===== src/rtl/riscv_pkg.sv =====
// Shared RV32I core types and constants used by the fetch stage.
package riscv_pkg;

  localparam int unsigned XLEN = 32;
  localparam int unsigned ILEN = 32;

  localparam logic [XLEN-1:0] BOOT_ADDR_DEFAULT = 32'h0000_0000;
  localparam logic [XLEN-1:0] WORD_BYTES        = 32'h0000_0004;

  typedef enum logic [0:0] {
    IF_BOOT  = 1'b0,
    IF_FETCH = 1'b1
  } if_state_e;

  typedef struct packed {
    logic [XLEN-1:0] pc;
    logic [ILEN-1:0] instr;
  } fetch_entry_t;

  function automatic logic [XLEN-1:0] word_align(input logic [XLEN-1:0] addr);
    return addr & 32'hFFFF_FFFC;
  endfunction

endpackage


===== src/rtl/if_fifo.sv =====
// Prefetch FIFO: holds fetched {pc, instr} pairs; a synchronous clear drops everything.
module if_fifo
  import riscv_pkg::*;
#(
  parameter int unsigned DEPTH = 2,
  parameter int unsigned CW    = $clog2(DEPTH + 1)
) (
  input  logic          clk,
  input  logic          reset_n,
  input  logic          clear,
  input  logic          push,
  input  fetch_entry_t  push_data,
  input  logic          pop,
  output fetch_entry_t  head,
  output logic          full,
  output logic          empty,
  output logic [CW-1:0] count
);

  localparam int unsigned PW = (DEPTH > 1) ? $clog2(DEPTH) : 1;
  localparam logic [PW-1:0] PTR_LAST = PW'(DEPTH - 1);
  localparam logic [CW-1:0] CNT_FULL = CW'(DEPTH);
  localparam logic [CW-1:0] CNT_ONE  = CW'(1'b1);

  fetch_entry_t  mem_r [DEPTH];
  logic [PW-1:0] rd_ptr_r;
  logic [PW-1:0] wr_ptr_r;
  logic [CW-1:0] count_r;
  logic          push_ok_s;
  logic          pop_ok_s;

  function automatic logic [PW-1:0] next_ptr(input logic [PW-1:0] p);
    return (p == PTR_LAST) ? {PW{1'b0}} : p + PW'(1'b1);
  endfunction

  assign empty     = (count_r == {CW{1'b0}});
  assign full      = (count_r == CNT_FULL);
  assign count     = count_r;
  assign pop_ok_s  = pop & ~empty;
  assign push_ok_s = push & (~full | pop_ok_s);
  assign head      = empty ? fetch_entry_t'({(XLEN + ILEN){1'b0}}) : mem_r[rd_ptr_r];

  // Storage, pointers and occupancy.
  always_ff @(posedge clk or negedge reset_n) begin
    if (!reset_n) begin
      rd_ptr_r <= {PW{1'b0}};
      wr_ptr_r <= {PW{1'b0}};
      count_r  <= {CW{1'b0}};
      for (int i = 0; i < DEPTH; i++) begin
        mem_r[i] <= fetch_entry_t'({(XLEN + ILEN){1'b0}});
      end
    end else if (clear) begin
      rd_ptr_r <= {PW{1'b0}};
      wr_ptr_r <= {PW{1'b0}};
      count_r  <= {CW{1'b0}};
    end else begin
      if (push_ok_s) begin
        mem_r[wr_ptr_r] <= push_data;
        wr_ptr_r        <= next_ptr(wr_ptr_r);
      end
      if (pop_ok_s) begin
        rd_ptr_r <= next_ptr(rd_ptr_r);
      end
      case ({push_ok_s, pop_ok_s})
        2'b10:   count_r <= count_r + CNT_ONE;
        2'b01:   count_r <= count_r - CNT_ONE;
        default: count_r <= count_r;
      endcase
    end
  end

endmodule


===== src/rtl/if_stage.sv =====
// RV32I instruction fetch: issues word fetches, buffers responses, and drops
// responses still in flight when EX redirects the PC.
module if_stage
  import riscv_pkg::*;
#(
  parameter logic [XLEN-1:0] BOOT_ADDR  = BOOT_ADDR_DEFAULT,
  parameter int unsigned     FIFO_DEPTH = 2
) (
  input  logic            clk,
  input  logic            reset_n,
  output logic            instr_req,
  output logic [XLEN-1:0] instr_addr,
  input  logic            instr_gnt,
  input  logic            instr_rvalid,
  input  logic [ILEN-1:0] instr_rdata,
  input  logic            branch_valid,
  input  logic [XLEN-1:0] branch_target,
  output logic [XLEN-1:0] pc_if,
  output logic [ILEN-1:0] instruction,
  output logic            instruction_value,
  output logic            is_compress_intr,
  input  logic            id_stage_ready
);

  localparam int unsigned   CW      = $clog2(FIFO_DEPTH + 1);
  localparam logic [CW:0]   CAP     = (CW + 1)'(FIFO_DEPTH);
  localparam logic [CW-1:0] CNT_ONE = CW'(1'b1);

  if_state_e       state_r;
  if_state_e       state_s;
  logic [XLEN-1:0] fetch_addr_r;
  logic [XLEN-1:0] rsp_pc_r;
  logic [XLEN-1:0] target_s;
  logic [CW-1:0]   out_cnt_r;
  logic [CW-1:0]   out_cnt_s;
  logic [CW-1:0]   discard_cnt_r;
  logic [CW-1:0]   discard_cnt_s;
  logic [CW-1:0]   fifo_cnt_s;
  logic [CW:0]     inflight_s;
  logic            req_s;
  logic            fire_s;
  logic            rsp_take_s;
  logic            rsp_drop_s;
  logic            push_s;
  logic            pop_s;
  logic            fifo_empty_s;
  logic            fifo_full_s;
  fetch_entry_t    push_data_s;
  fetch_entry_t    head_s;

  assign target_s    = word_align(branch_target);
  assign inflight_s  = {1'b0, out_cnt_r} + {1'b0, fifo_cnt_s};
  assign fire_s      = req_s & instr_gnt;
  assign rsp_take_s  = instr_rvalid & (discard_cnt_r == {CW{1'b0}});
  assign rsp_drop_s  = instr_rvalid & (discard_cnt_r != {CW{1'b0}});
  assign push_s      = rsp_take_s & ~branch_valid & (~fifo_full_s | pop_s);
  assign push_data_s = '{pc: rsp_pc_r, instr: instr_rdata};

  assign instruction_value = ~fifo_empty_s & ~branch_valid;
  assign pop_s             = instruction_value & id_stage_ready;
  assign pc_if             = head_s.pc;
  assign instruction       = head_s.instr;
  assign is_compress_intr  = 1'b0;
  assign instr_req         = req_s;
  assign instr_addr        = fetch_addr_r;

  // FSM state register.
  always_ff @(posedge clk or negedge reset_n) begin
    if (!reset_n) begin
      state_r <= IF_BOOT;
    end else begin
      state_r <= state_s;
    end
  end

  // FSM next state: a single idle cycle after reset, then fetch forever.
  always_comb begin
    state_s = state_r;
    case (state_r)
      IF_BOOT:  state_s = IF_FETCH;
      IF_FETCH: state_s = IF_FETCH;
      default:  state_s = IF_BOOT;
    endcase
  end

  // FSM outputs: the cap counts buffered entries too, so the FIFO can never overflow.
  always_comb begin
    req_s = 1'b0;
    case (state_r)
      IF_BOOT:  req_s = 1'b0;
      IF_FETCH: req_s = (inflight_s < CAP) & ~branch_valid;
      default:  req_s = 1'b0;
    endcase
  end

  // Requests granted but not yet answered.
  always_comb begin
    out_cnt_s = out_cnt_r;
    case ({fire_s, instr_rvalid})
      2'b10:   out_cnt_s = out_cnt_r + CNT_ONE;
      2'b01:   out_cnt_s = out_cnt_r - CNT_ONE;
      default: out_cnt_s = out_cnt_r;
    endcase
  end

  // On redirect every response still owed (stale discards included) must be dropped.
  always_comb begin
    discard_cnt_s = discard_cnt_r;
    if (branch_valid) begin
      discard_cnt_s = out_cnt_s;
    end else if (rsp_drop_s) begin
      discard_cnt_s = discard_cnt_r - CNT_ONE;
    end else begin
      discard_cnt_s = discard_cnt_r;
    end
  end

  // Fetch/response address tracking and counters.
  always_ff @(posedge clk or negedge reset_n) begin
    if (!reset_n) begin
      fetch_addr_r  <= BOOT_ADDR;
      rsp_pc_r      <= BOOT_ADDR;
      out_cnt_r     <= {CW{1'b0}};
      discard_cnt_r <= {CW{1'b0}};
    end else begin
      out_cnt_r     <= out_cnt_s;
      discard_cnt_r <= discard_cnt_s;
      if (branch_valid) begin
        fetch_addr_r <= target_s;
        rsp_pc_r     <= target_s;
      end else begin
        if (fire_s) begin
          fetch_addr_r <= fetch_addr_r + WORD_BYTES;
        end
        if (rsp_take_s) begin
          rsp_pc_r <= rsp_pc_r + WORD_BYTES;
        end
      end
    end
  end

  if_fifo #(
    .DEPTH (FIFO_DEPTH),
    .CW    (CW)
  ) u_fifo (
    .clk       (clk),
    .reset_n   (reset_n),
    .clear     (branch_valid),
    .push      (push_s),
    .push_data (push_data_s),
    .pop       (pop_s),
    .head      (head_s),
    .full      (fifo_full_s),
    .empty     (fifo_empty_s),
    .count     (fifo_cnt_s)
  );

endmodule

===== config.mk =====
export PLATFORM = sky130hd
export DESIGN_NAME = if_stage
export DESIGN_NICKNAME = d
export VERILOG_FILES = /design/src/rtl/riscv_pkg.sv /design/src/rtl/if_fifo.sv /design/src/rtl/if_stage.sv
export SDC_FILE = /design/constraint.sdc
export NUM_CORES = 1
export LEC_CHECK = 0
export BUFFER_PORTS_ARGS = -buffer_cell sky130_fd_sc_hd__buf_2
export CORE_AREA = 2 2 134 136
export CTS_BUF_LIST = sky130_fd_sc_hd__clkbuf_16
export CTS_CLUSTER_DIAMETER = 150
export CTS_CLUSTER_SIZE = 20
export DETAILED_ROUTE_END_ITERATION = 10
export DIE_AREA = 0 0 136 138
export MAX_ROUTING_LAYER = met4
export PLACE_DENSITY = 0.82
export SLEW_MARGIN = 20
export SYNTH_ARGS = -nofsm -noshare
export SYNTH_HDL_FRONTEND = slang
export SYNTH_SLANG_ARGS = --single-unit

===== constraint.sdc =====
create_clock -name clk -period 3.6 [get_ports clk]
set_input_delay 0.36 -clock clk [delete_from_list [all_inputs] [get_ports clk]]
set_output_delay 0.36 -clock clk [all_outputs]
set_load 0.01 [all_outputs]

==> reports/summary.txt, run 1 <==
========================================================================================================
Result of the run                                                                           finished, violations left
Violations in the final reports                                                              hold timing
Critical Setup Path Class                                                                   flop to flop
Antenna cell count                                                                                     0
Final Max Tran Viols                                                                                   0
Number of buffers between clock root and the deepest sink                                              2
Via count                                                                                           6815
Most frequent standard cell in the layout excluding fill and tap cells                      sky130_fd_sc_hd__dfrtp_1
Layout cells sized above 1                                                                        35.82%
Count of instances resized after the clock tree is built                                               0
Worst max-slew margin expressed relative to the limit                                             30.10%
Leakage power total                                                                             5.016 nW
Crit path top cell by count                                                                 sky130_fd_sc_hd__and2_1
Total CTS buffers                                                                                     17
Via/cell ratio                                                                                     5.637
Worst setup skew after layout                                                                   12.49 ps
FMAX                                                                                           356.9 MHz
Synthesis-to-layout area growth                                                                   16.53%
Final nets                                                                                          1042
Buffers on Ports                                                                                     161
Hold_ws                                                                                        -2.633 ps
DRT antenna net count                                                                                  0
Max-cap violations                                                                                     0
Per-cell routed wire length                                                                     17.13 um
WP buf/inv                                                                                             1
DRC violation count after routing                                                                      0
Number of antenna violations at the first check in global routing                                      0
Area taken by multi-input logic gates                                                       0.004444 mm^2
Buffer count from post-CTS setup fixing                                                                0
Worst Hold Class                                                                            input pin to async pin
Die height                                                                                        138 um
Count of distinct cell types in the synthesized netlist                                               53
Congestion Overflow GR                                                                                 0
IO Pins                                                                                              169
Kind of launch point of the worst setup path                                                        flop
Overall track demand over capacity in global routing                                              23.49%
Endpoint type of the worst setup path                                                               flop
Worst path slowest cell                                                                     sky130_fd_sc_hd__nor2_1
Worst-case vdd ir drop                                                                         0.3710 mV
Die width                                                                                         136 um
Start point of the critical path                                                            u_fifo.count[0]$_DFFE_PN0P_
Critical Path, Cell by Cell                                                                 and2_1 > fa_1 > nor4b_4 > and2_1 > buf_4 > nor2_1 > o21ai_0 > o311ai_0
Number of warnings reported in the yosys synthesis log                                                 0
# setup viols final                                                                                    0
Count of state elements after synthesis                                                              193
Arrival @ worst endpoint                                                                         3120 ps
Router iterations before antenna repair                                                                5
Final weighted congestion in routability-driven placement                                         0.9066
Core Area                                                                                   0.01753 mm^2
Top delay family on crit path                                                               simple AND/OR/NAND/NOR gates
Global-route wire length before repair                                                          33990 um
Sink count of the clock tree                                                                         193
Maximum fanout count along the critical path                                                          17
Longest individual stage delay on the worst path                                                  700 ps
Aggregate negative setup slack                                                                      0 ps
Fill count                                                                                          1377
RSZ-0062 raised after global routing                                                                  no
Vias in the first global route                                                                      6719
EDFF count, synth                                                                                      0
Required time of the critical path                                                               3920 ps
FP Rows                                                                                               49
Power per unit of standard cell area                                                        636.4 mW/mm^2
Post-CTS clock slew at the launch and capture registers of the worst setup and hold paths          70 ps
Post-synthesis async set-or-reset flop share                                                      100.0%
Pin count of the biggest net entering global routing                                                  90
Estimated wirelength of the detail-placed design                                                14420 um
Total area of sequential cells                                                              0.004833 mm^2
Die area                                                                                    0.01877 mm^2
H-tree Lvls                                                                                            4
Hold Vio Cnt, Final                                                                                    8
Routed WL                                                                                       20710 um
Final cycle utilization of the critical path                                                      77.84%
Top library cells by usage in the layout, fill and taps aside                               sky130_fd_sc_hd__dfrtp_1, sky130_fd_sc_hd__buf_2, sky130_fd_sc_hd__mux2_2
Clock latency at the later pin of the worst-skew pair                                             430 ps
Starting density of the core                                                                      54.35%
Startpoint of the most critical register-to-register path                                   u_fifo.count[0]$_DFFE_PN0P_
Worst slew pin tran                                                                              1047 ps
Minimum clock period after layout                                                                2802 ps
Starting DRT DRC Count                                                                               406
Post-CTS Hold Buffers                                                                                  0
Portion of the post-synthesis area used by sequential elements                                    50.68%
Post-Syn Area                                                                               0.009530 mm^2
Final cell utilization of the core                                                                63.34%
Mean instance size in the synthesized netlist                                                 11.62 um^2
Syn Inst Count                                                                                       820
Most used flip-flop cell after synthesis                                                    sky130_fd_sc_hd__dfrtp_1
Clock root buffer                                                                           sky130_fd_sc_hd__clkbuf_16
Clock tree from TritonCTS                                                                          built
========================================================================================================
-- state kept, by name, indices dropped and copies added (netlist names) --
register and cells:
state_r 1, discard_cnt_r 2, u_fifo.wr_ptr_r 1, out_cnt_r 2, u_fifo.mem_r 124, u_fifo.rd_ptr_r 1
instr_addr 30, rsp_pc_r 30, u_fifo.count 2
-- worst paths after layout --
check,endpoint,slack [ps],cells past startpoint
worst min register to register,u_fifo.mem_r[109]$_DFFE_PN0P_,500,1
worst max register to register,instr_addr[11]$_DFFE_PN0P_,800,8
worst max-delay path,instr_addr[11]$_DFFE_PN0P_,800,8
worst min-delay path,u_fifo.mem_r[75]$_DFFE_PN0P_,-3,1
max in group asynchronous,u_fifo.count[0]$_DFFE_PN0P_,2730,2
min in group clk,rsp_pc_r[27]$_DFFE_PN0N_,170,3
-- where the power goes --
part | internal (mW) | switching [mW] | total (mW)
Clock | 0.934 | 0.778 | 1.71
Combinational | 1.07 | 0.869 | 1.94
Sequential | 2.93 | 0.488 | 3.42
Total | 4.93 | 2.14 | 7.07
-- metrics by stage --
| step | total power [mW] | cells | setup slack [ps] | area [um^2] |
|---|---|---|---|---|
| after global routing | 7.516 | 1209 | 590.4 | 11110 |
| after floorplan | 4.770 | 824 | 864.8 | 9545 |
| after detailed placement | 5.415 | 1177 | 814.6 | 10580 |
| final | 7.067 | 1209 | 797.8 | 11110 |
| after CTS | 7.138 | 1209 | 785.0 | 11110 |
| after global placement | 5.294 | 1177 | 869.9 | 10580 |
-- cell usage after synthesis, types with 4 or more instances --
cell type                  instances  area share, %
sky130_fd_sc_hd__o211ai_1          6           0.47
sky130_fd_sc_hd__a21oi_1           5           0.26
sky130_fd_sc_hd__nand4_1          20            1.3
sky130_fd_sc_hd__buf_2            16           0.84
sky130_fd_sc_hd__buf_1             7           0.28
sky130_fd_sc_hd__a21boi_0          6           0.47
sky130_fd_sc_hd__nand3_1          30            1.6
sky130_fd_sc_hd__mux2i_1          65            6.8
sky130_fd_sc_hd__ha_1              4           0.53
sky130_fd_sc_hd__and4_1            5           0.46
sky130_fd_sc_hd__nor3_1            9           0.47
sky130_fd_sc_hd__nor2_1           79            3.1
sky130_fd_sc_hd__o311ai_0          6           0.55
sky130_fd_sc_hd__nor4_4            4           0.89
sky130_fd_sc_hd__inv_1            12           0.47
sky130_fd_sc_hd__xnor2_1          23            2.1
sky130_fd_sc_hd__dfrtp_1         193             51
sky130_fd_sc_hd__o21ai_0          30            1.6
sky130_fd_sc_hd__mux2_2          139             16
sky130_fd_sc_hd__xor2_1           23            2.1
sky130_fd_sc_hd__clkbuf_1         18           0.71
sky130_fd_sc_hd__nand2_1          44            1.7
sky130_fd_sc_hd__and3_1           13           0.85
sky130_fd_sc_hd__and2_1           12           0.79
sky130_fd_sc_hd__nand2b_1          4           0.26
sky130_fd_sc_hd__buf_4             6           0.47
-- cell families (layout without fill, tap and decap cells) --
group	count (synthesis)	in the layout	share of synthesized area (%)
adder cells (fa/ha/maj)	5	5	0.7352
flip-flops	193	193	50.68
multiplexers	204	204	23.25
buffers and inverters	62	218	3.046
other	2	6	0.07880
AO/OA/AOI/OAI	66	66	4.503
XOR/XNOR	46	46	4.227
AND/OR/NAND/NOR	242	242	13.48
-- final cells by class --
| class | instances | share of cell area (%) |
|---|---|---|
| Sequential cell | 193 | 43.52 |
| Inverter | 13 | 0.4394 |
| Clock inverter | 15 | 0.9238 |
| Tap cell | 229 | 2.580 |
| Timing Repair Buffer | 173 | 8.686 |
| Multi-Input combinational cell | 569 | 40.02 |
| Clock buffer | 17 | 3.831 |
-- per-layer routing --
| metal | vias up | track usage [%] | share of wire, % |
|---|---|---|---|
| met1 | 3350 | 32.70 | 46 |
| li1 | 3181 | - | - |
| met5 | - | - | 0 |
| met4 | 0 | 6.305 | 1.4 |
| met3 | 23 | 4.767 | 6.7 |
| met2 | 261 | 35.36 | 46 |
Power figures use the tool's default switching activity.
==> inputs of run 2 (changes only) <==
Settings changed: ABC_AREA set to 1, CORE_AREA 2 2 134 136 to 2 2 137 139, DIE_AREA 0 0 136 138 to 0 0 139 141, PLACE_DENSITY 0.82 to 0.83.
Clock period 3.6 ns to 2.68 ns, I/O delays scaled along.
==> run 2 against run 1 <==
  * The run now ends clean
  * Core utilization grew 1.0 points
  * Maximum frequency grew 14%
  * Critical path depth grew 3
  * Sequential power grew 38%
  * Synthesized area grew 6.6%
  * Final cell count grew 45%
  * Die area grew 4.4%
  * Sequential cell count is the same
  * Register-to-register slack lost 570 ps
  * Via count grew 40%
  * Synthesized cell count grew 67%
==> reports/summary.txt, run 2 <==
========================================================================================================
Result of the run                                                                           complete, no violations
Per-cell routed wire length                                                                     15.34 um   -10%
Share of Yosys cell area claimed by the top area cell type                                        47.52%   -3.2 points
Buffer count from post-CTS setup fixing                                                                0   unchanged
Clock latency at the later pin of the worst-skew pair                                             450 ps   +20 ps
Post-Syn Area                                                                               0.01016 mm^2   +6.6%
Arrival @ worst endpoint                                                                         2810 ps   -310 ps
Final nets                                                                                          1583   +52%
Layout cells sized above 1                                                                        15.58%   -20 points
Die width                                                                                         139 um   +2.2%
Required time of the critical path                                                               3040 ps   -880 ps
Count of distinct cell types in the synthesized netlist                                               38   -28%
Syn Inst Count                                                                                      1369   +67%
Post-CTS Hold Buffers                                                                                  1   +1
Post-synthesis async set-or-reset flop share                                                      100.0%   unchanged
H-tree Lvls                                                                                            4   unchanged
Worst reg-to-reg path cell count                                                                      11   +3
Max-cap violations                                                                                     0   unchanged
Worst setup skew after layout                                                                   9.761 ps   -2.729 ps
DRT antenna net count                                                                                  0   unchanged
Synthesis-to-layout area growth                                                                   15.66%
Aggregate negative setup slack                                                                      0 ps   unchanged
Post-layout total power                                                                         11.08 mW   +57%
Worst Hold Class                                                                            input pin to flop
Final weighted congestion in routability-driven placement                                         0.9849   +8.6%
Power per unit of standard cell area                                                        942.2 mW/mm^2   +48%
# setup viols final                                                                                    0   unchanged
Most frequent standard cell in the layout excluding fill and tap cells                      sky130_fd_sc_hd__nand2_1
Buffers on Ports                                                                                     161   unchanged
Fill count                                                                                          1553   +13%
Pin count of the biggest net entering global routing                                                  65   -28%
Core Area                                                                                   0.01827 mm^2   +4.2%
Count of state elements after synthesis                                                              193   unchanged
Die height                                                                                        141 um   +2.2%
Top cells by area in the synthesized netlist                                                sky130_fd_sc_hd__dfrtp_1, sky130_fd_sc_hd__nand2_1, sky130_fd_sc_hd__o21ai_1
Hold Vio Cnt, Final                                                                                    0   -8
Global-route wire length before repair                                                          44710 um   +32%
Starting density of the core                                                                      55.64%   +1.3 points
Clock root buffer                                                                           sky130_fd_sc_hd__clkbuf_16
Estimated wirelength of the detail-placed design                                                18840 um   +31%
Via count                                                                                           9555   +40%
Sink count of the clock tree                                                                         193   unchanged
Most instantiated cells after synthesis                                                     sky130_fd_sc_hd__nand2_1, sky130_fd_sc_hd__dfrtp_1, sky130_fd_sc_hd__inv_1
Most used flip-flop cell after synthesis                                                    sky130_fd_sc_hd__dfrtp_1
IO Pins                                                                                              169   unchanged
Via/cell ratio                                                                                     5.444   -3.4%
Pre-CTS worst setup slack                                                                       208.6 ps   -606.1 ps
Summed area of non-filler cells in the final layout                                         0.01176 mm^2   +5.8%
Critical Setup Path Class                                                                   flop to flop
Router iterations before antenna repair                                                                5   unchanged
FMAX                                                                                           408.0 MHz   +14%
Congestion Overflow GR                                                                                 0   unchanged
Post-CTS clock slew at the launch and capture registers of the worst setup and hold paths          80 ps   about the same
Top library cells by usage in the layout, fill and taps aside                               sky130_fd_sc_hd__nand2_1, sky130_fd_sc_hd__dfrtp_1, sky130_fd_sc_hd__buf_2
Number of flip-flops in the largest register                                                         124   unchanged
Maximum fanout count along the critical path                                                           7   -10
Number of warnings reported in the yosys synthesis log                                                 0   unchanged
Antenna cell count                                                                                     0   unchanged
Post-DP Area                                                                                0.01114 mm^2   +5.3%
Number of buffers between clock root and the deepest sink                                              2   unchanged
Routed WL                                                                                       26920 um   +30%
Portion of the post-synthesis area used by sequential elements                                    47.52%   -3.2 points
Worst-case vdd ir drop                                                                         0.5193 mV   +40%
Endpoint type of the worst setup path                                                               flop
Worst slew pin tran                                                                             726.9 ps   -320.5 ps
Count of instances resized after the clock tree is built                                               0   unchanged
Starting DRT DRC Count                                                                               759   +87%
Clock tree from TritonCTS                                                                          built
Top register by number of flip-flops                                                        u_fifo.mem_r
Yosys top cell by area                                                                      sky130_fd_sc_hd__dfrtp_1
DRC violation count after routing                                                                      0   unchanged
EDFF count, synth                                                                                      0   unchanged
Leakage power total                                                                             5.876 nW   +17%
FP Rows                                                                                               50   +2.0%
Mean instance size in the synthesized netlist                                                 7.424 um^2   -36%
Total CTS buffers                                                                                     17   unchanged
RSZ-0062 raised after global routing                                                                  no
Minimum clock period after layout                                                                2451 ps   -351.2 ps
Worst hold path stage count                                                                            3
Number of antenna violations at the first check in global routing                                      0   unchanged
Final Max Tran Viols                                                                                   0   unchanged
Most repeated cell in the gate-level netlist after synthesis                                sky130_fd_sc_hd__nand2_1
Worst setup margin                                                                              229.0 ps   -568.8 ps
Overall track demand over capacity in global routing                                              29.07%   +5.6 points
Worst max-slew margin expressed relative to the limit                                             51.54%   +21 points
Die area                                                                                    0.01960 mm^2   +4.4%
Vias in the first global route                                                                      8968   +33%
Kind of launch point of the worst setup path                                                        flop
Final cycle utilization of the critical path                                                      91.46%   +14 points
========================================================================================================
==> run 2: cell count changes after synthesis, sizes merged, moves of 37 or more <==
cell and delta:
nand3 +37, mux2i -65, mux2 -139, o21ai +134, inv +111, nand2 +462, a21oi +72
==> run 2: layout make-up <==
class                   instances  area, um^2  share of cell area [%]
flip-flops and latches        193        4831                   41.10
inverters                     124       470.5                   4.002
repair buffers                181        1052                   8.952
clock buffers                  17       425.4                   3.619
well taps                     234       292.8                   2.491
clock inverters                15       183.9                   1.565
multi-input cells             991        4499                   38.28
==> run 2: cells by family (layout without fill, tap and decap cells) <==
| family | count (synthesis) | in the layout | share of synthesized area [%] |
|---|---|---|---|
| AOI/OAI and AO/OA | 268 | 268 | 14.01 |
| xor gates and xnor gates | 18 | 18 | 1.551 |
| adders and majority gates | 5 | 5 | 0.6894 |
| buffers and inverters | 189 | 337 | 8.359 |
| DFF | 193 | 193 | 47.52 |
| other | 2 | 6 | 0.07389 |
| and+or+nand+nor | 694 | 694 | 27.80 |
==> run 2: stage by stage <==
step	utilization [%]	std cells	hold WS [ps]
after detailed placement	60.96	1722	301.6
after CTS	64.35	1755	61.53
after global placement	60.96	1722	290.9
after floorplan	-	1373	-27.59
final	64.35	1755	66.78
after global routing	64.35	1755	55.62
==> run 2: layer usage <==
layer	track usage (%)	routed length, um	vias to the layer above
li1	-	-	4664
met1	40.21	11900	4482
met2	45.32	12520	370
met3	4.382	2013	39
met4	8.081	483	0
met5	-	0	-
==> run 2: final timing paths <==
| check | from | endpoint | slack, ps |
|---|---|---|---|
| worst max register to register | u_fifo.count[0]$_DFFE_PN0P_ | discard_cnt_r[1]$_DFFE_PN0P_ | 230 |
| worst min-delay path | instr_rdata[7] | u_fifo.mem_r[7]$_DFFE_PN0P_ | 70 |
| min in group asynchronous | reset_n | u_fifo.mem_r[30]$_DFFE_PN0P_ | 380 |
| worst max-delay path | u_fifo.count[0]$_DFFE_PN0P_ | discard_cnt_r[1]$_DFFE_PN0P_ | 230 |
| worst min register to register | u_fifo.mem_r[34]$_DFFE_PN0P_ | u_fifo.mem_r[34]$_DFFE_PN0P_ | 490 |
| max in group asynchronous | reset_n | u_fifo.mem_r[118]$_DFFE_PN0P_ | 1480 |
==> run 2: power by group <==
group          internal [mW]  switching (mW)
logic                   1.42            2.36
registers               3.96           0.748
clock network           1.27            1.31
total                   6.66            4.42
==> run 2: critical path, stage by stage, from the launching register on <==
cell                       delay (ps)
sky130_fd_sc_hd__dfrtp_1          420
sky130_fd_sc_hd__nand2_1           80
sky130_fd_sc_hd__inv_1             50
sky130_fd_sc_hd__fa_1             430
sky130_fd_sc_hd__nor2_1           260
sky130_fd_sc_hd__nand4_4          180
sky130_fd_sc_hd__ha_1             340
sky130_fd_sc_hd__a21oi_1          120
sky130_fd_sc_hd__o21ai_0          120
sky130_fd_sc_hd__xnor2_1          210
sky130_fd_sc_hd__nand2_1           70
sky130_fd_sc_hd__o211ai_1         100
==> inputs of run 3 (changes only) <==
Settings changed: ABC_AREA 1 to not set, CORE_AREA 2 2 137 139 to 2 2 144 146, DIE_AREA 0 0 139 141 to 0 0 146 148, PLACE_DENSITY 0.83 to 0.73, SLEW_MARGIN 20 to not set.
==> run 3 against run 2 <==
  * Critical path depth is 2 lower
  * Final cell count fell by 28%
  * Core utilization shrank 7.5 points
  * First-iteration DRC count shrank 50%
  * Sequential share of layout area increased by 1.4 points
  * Cell area down 3.2%
  * Sequential cell count unchanged
  * Clock power fell by 5%
  * Hold slack gained 22 ps
  * Maximum frequency down 3.9%
  * Clock skew rose by 2.1 ps
  * Sequential power decreased by 3%
  * Critical endpoint is now instr_addr[21]$_DFFE_PN0P_
  * Largest power group unchanged
==> reports/summary.txt, run 3 (synthesis results as in run 1) <==
========================================================================================================
Result of the run                                                                           complete, no violations
Synthesis-to-layout area growth                                                                   19.46%
Via count                                                                                           6836   -28%
Routed WL                                                                                       21500 um   -20%
Arrival @ worst endpoint                                                                         2860 ps   +50 ps
IO Pins                                                                                              169   unchanged
H-tree Lvls                                                                                            4   unchanged
Die height                                                                                        148 um   +5.0%
Max-cap violations                                                                                     0   unchanged
Filler-free cell count of the finished design                                                       1265   -28%
WP buf/inv                                                                                             2   +1
Kind of launch point of the worst setup path                                                        flop
Post-CTS clock slew at the launch and capture registers of the worst setup and hold paths          70 ps   about the same
Top library cells by usage in the layout, fill and taps aside                               sky130_fd_sc_hd__dfrtp_1, sky130_fd_sc_hd__buf_2, sky130_fd_sc_hd__mux2_2
Clock tree from TritonCTS                                                                          built
RSZ-0062 raised after global routing                                                                 yes
Router iterations before antenna repair                                                                5   unchanged
Endpoint type of the worst setup path                                                               flop
Worst reg-to-reg path cell count                                                                       9   -2
Hold_ws                                                                                         88.40 ps   +21.62 ps
Congestion Overflow GR                                                                                 0   unchanged
Layout cells sized above 1                                                                        37.79%   +22 points
Final Max Tran Viols                                                                                   0   unchanged
Number of buffers between clock root and the deepest sink                                              2   unchanged
Top register by number of flip-flops                                                        u_fifo.mem_r
Worst slew pin tran                                                                             560.0 ps   -166.9 ps
DRT antenna net count                                                                                  0   unchanged
End of the worst register-to-register path                                                  instr_addr[21]$_DFFE_PN0P_
Global-route wire length before repair                                                          35390 um   -21%
Final cycle utilization of the critical path                                                      95.12%   +3.7 points
Overall track demand over capacity in global routing                                              21.01%   -8.1 points
Starting density of the core                                                                      47.56%   -8.1 points
Critical Setup Path Class                                                                   flop to flop
Worst max-slew margin expressed relative to the limit                                             62.63%   +11 points
Clock latency at the later pin of the worst-skew pair                                             420 ps   -30 ps
Final weighted congestion in routability-driven placement                                         0.9068   -7.9%
Power per unit of standard cell area                                                        854.3 mW/mm^2   -9.3%
Met2 Wirelength                                                                                  9899 um   -21%
Starting DRT DRC Count                                                                               382   -50%
Number of antenna violations at the first check in global routing                                      0   unchanged
Top Layer Used                                                                                      met4
Post-DP Area                                                                                0.01077 mm^2   -3.3%
Number of flip-flops in the largest register                                                         124   unchanged
Estimated wirelength of the detail-placed design                                                14940 um   -21%
Die width                                                                                         146 um   +5.0%
Fill count                                                                                          1735   +12%
Post-layout total power                                                                         9.726 mW   -12%
Placed Instances                                                                                    1231   -29%
Startpoint of the most critical register-to-register path                                   u_fifo.count[0]$_DFFE_PN0P_
FP Rows                                                                                               52   +4.0%
Die area                                                                                    0.02161 mm^2   +10%
Critical path depth                                                                                    9   -2
Final nets                                                                                          1058   -33%
Total CTS buffers                                                                                     17   unchanged
Crit path top cell by count                                                                 sky130_fd_sc_hd__buf_4
Pin count of the biggest net entering global routing                                                  64   -1.5%
Antenna cell count                                                                                     0   unchanged
Buffers on Ports                                                                                     161   unchanged
FMAX                                                                                           392.3 MHz   -3.9%
Core Area                                                                                   0.02004 mm^2   +9.7%
Met1 wire length                                                                                10130 um   -15%
Via/cell ratio                                                                                     5.404   -0.74%
Critical Path, Cell by Cell                                                                 and2_4 > fa_1 > nor4b_4 > buf_4 > nand4_1 > buf_4 > nor4_4 > xor2_1 > mux2_2
Final cell utilization of the core                                                                56.81%   -7.5 points
Start point of the critical path                                                            u_fifo.count[0]$_DFFE_PN0P_
Worst Hold Class                                                                            input pin to flop
Worst Setup EP                                                                              instr_addr[21]$_DFFE_PN0P_
# setup viols final                                                                                    0   unchanged
Per-cell routed wire length                                                                     16.99 um   +11%
Worst setup skew after layout                                                                   11.85 ps   +2.086 ps
Vias in the first global route                                                                      6733   -25%
Metal3 WL                                                                                        1193 um   -41%
Maximum fanout count along the critical path                                                           7   unchanged
Reg-to-reg slack, setup                                                                           130 ps   -100 ps
Top delay family on crit path                                                               simple AND/OR/NAND/NOR gates
DRC violation count after routing                                                                      0   unchanged
Hold Vio Cnt, Final                                                                                    0   unchanged
Minimum clock period after layout                                                                2549 ps   +98.27 ps
Longest individual stage delay on the worst path                                                  450 ps   +20 ps
Worst-case vdd ir drop                                                                         0.5014 mV   -3.4%
Required time of the critical path                                                               2990 ps   -50 ps
Clock root buffer                                                                           sky130_fd_sc_hd__clkbuf_16
Leakage power total                                                                             5.136 nW   -13%
Worst path slowest cell                                                                     sky130_fd_sc_hd__fa_1
Most frequent standard cell in the layout excluding fill and tap cells                      sky130_fd_sc_hd__dfrtp_1
Sink count of the clock tree                                                                         193   unchanged
Summed area of non-filler cells in the final layout                                         0.01138 mm^2   -3.2%
========================================================================================================
run 3: cell count changes in the layout (fill, tap and decap cells not counted), sizes merged, moves of 37 or more:
cell	before	now
nand2	506	44
mux2	0	139
o21ai	164	30
inv	133	17
a21oi	77	5
mux2i	0	65
nand3	68	31
run 3: through the flow:
step                setup WS, ps  TNS [ps]
floorplan                 -47.40    -47.40
global placement           35.55         0
detailed placement        -14.14    -19.64
CTS                        29.61         0
global route              -35.93    -43.62
finish                     130.7         0
run 3: cell type report:
type                    count  area (um^2)  share of cell area, %
multi-input cells         569         4478                  39.33
well taps                 270        337.8                  2.967
repair buffers            189         1115                  9.792
inverters                  13        51.30                 0.4506
clock buffers              17        425.4                  3.737
clock inverters            14        143.9                  1.264
flip-flops and latches    193         4833                  42.46
run 3: worst min-delay path by stage:
stage                     from                           end  slack [ps]  cells past startpoint
2_1_floorplan          reset_n  discard_cnt_r[0]$_DFFE_PN0P_         -30                      0
6_report       instr_rdata[10]  u_fifo.mem_r[74]$_DFFE_PN0P_          90                      2
3_3_place_gp           reset_n   u_fifo.mem_r[6]$_DFFE_PN0P_         280                      1
4_1_cts        instr_rdata[28]  u_fifo.mem_r[28]$_DFFE_PN0P_          70                      2
3_5_place_dp           reset_n  u_fifo.mem_r[70]$_DFFE_PN0P_         280                      1
5_1_grt         instr_rdata[1]   u_fifo.mem_r[1]$_DFFE_PN0P_          80                      2
run 3: what timing repair did:
item	in CTS	in global routing
endpoints found under the setup margin	5	15
setup buffers	0	2
pin swaps	0	1
resized for setup	1	3
hold buffers	1	0
hold endpoints to repair	52	0
run 3: metal layers:
layer  vias to the layer above  global-route usage [%]
li1                       3211                       -
met1                      3387                   29.39
met2                       218                   31.89
met3                        20                   3.858
met4                         0                   5.437
met5                         -                       -
run 3: report_power, final:
part | internal [mW] | switching [mW] | leakage [nW]
Sequential | 3.93 | 0.628 | 2.39
Clock | 1.37 | 1.09 | 0.278
Combinational | 1.48 | 1.23 | 2.47
Total | 6.78 | 2.95 | 5.14
run 3: worst reg2reg max path: stages, from the launching register on:
cell and delay, ps:
sky130_fd_sc_hd__dfrtp_1 390, sky130_fd_sc_hd__and2_4 160, sky130_fd_sc_hd__fa_1 450, sky130_fd_sc_hd__nor4b_4 410, sky130_fd_sc_hd__buf_4 180, sky130_fd_sc_hd__nand4_1 80
sky130_fd_sc_hd__buf_4 180, sky130_fd_sc_hd__nor4_4 230, sky130_fd_sc_hd__xor2_1 90, sky130_fd_sc_hd__mux2_2 260
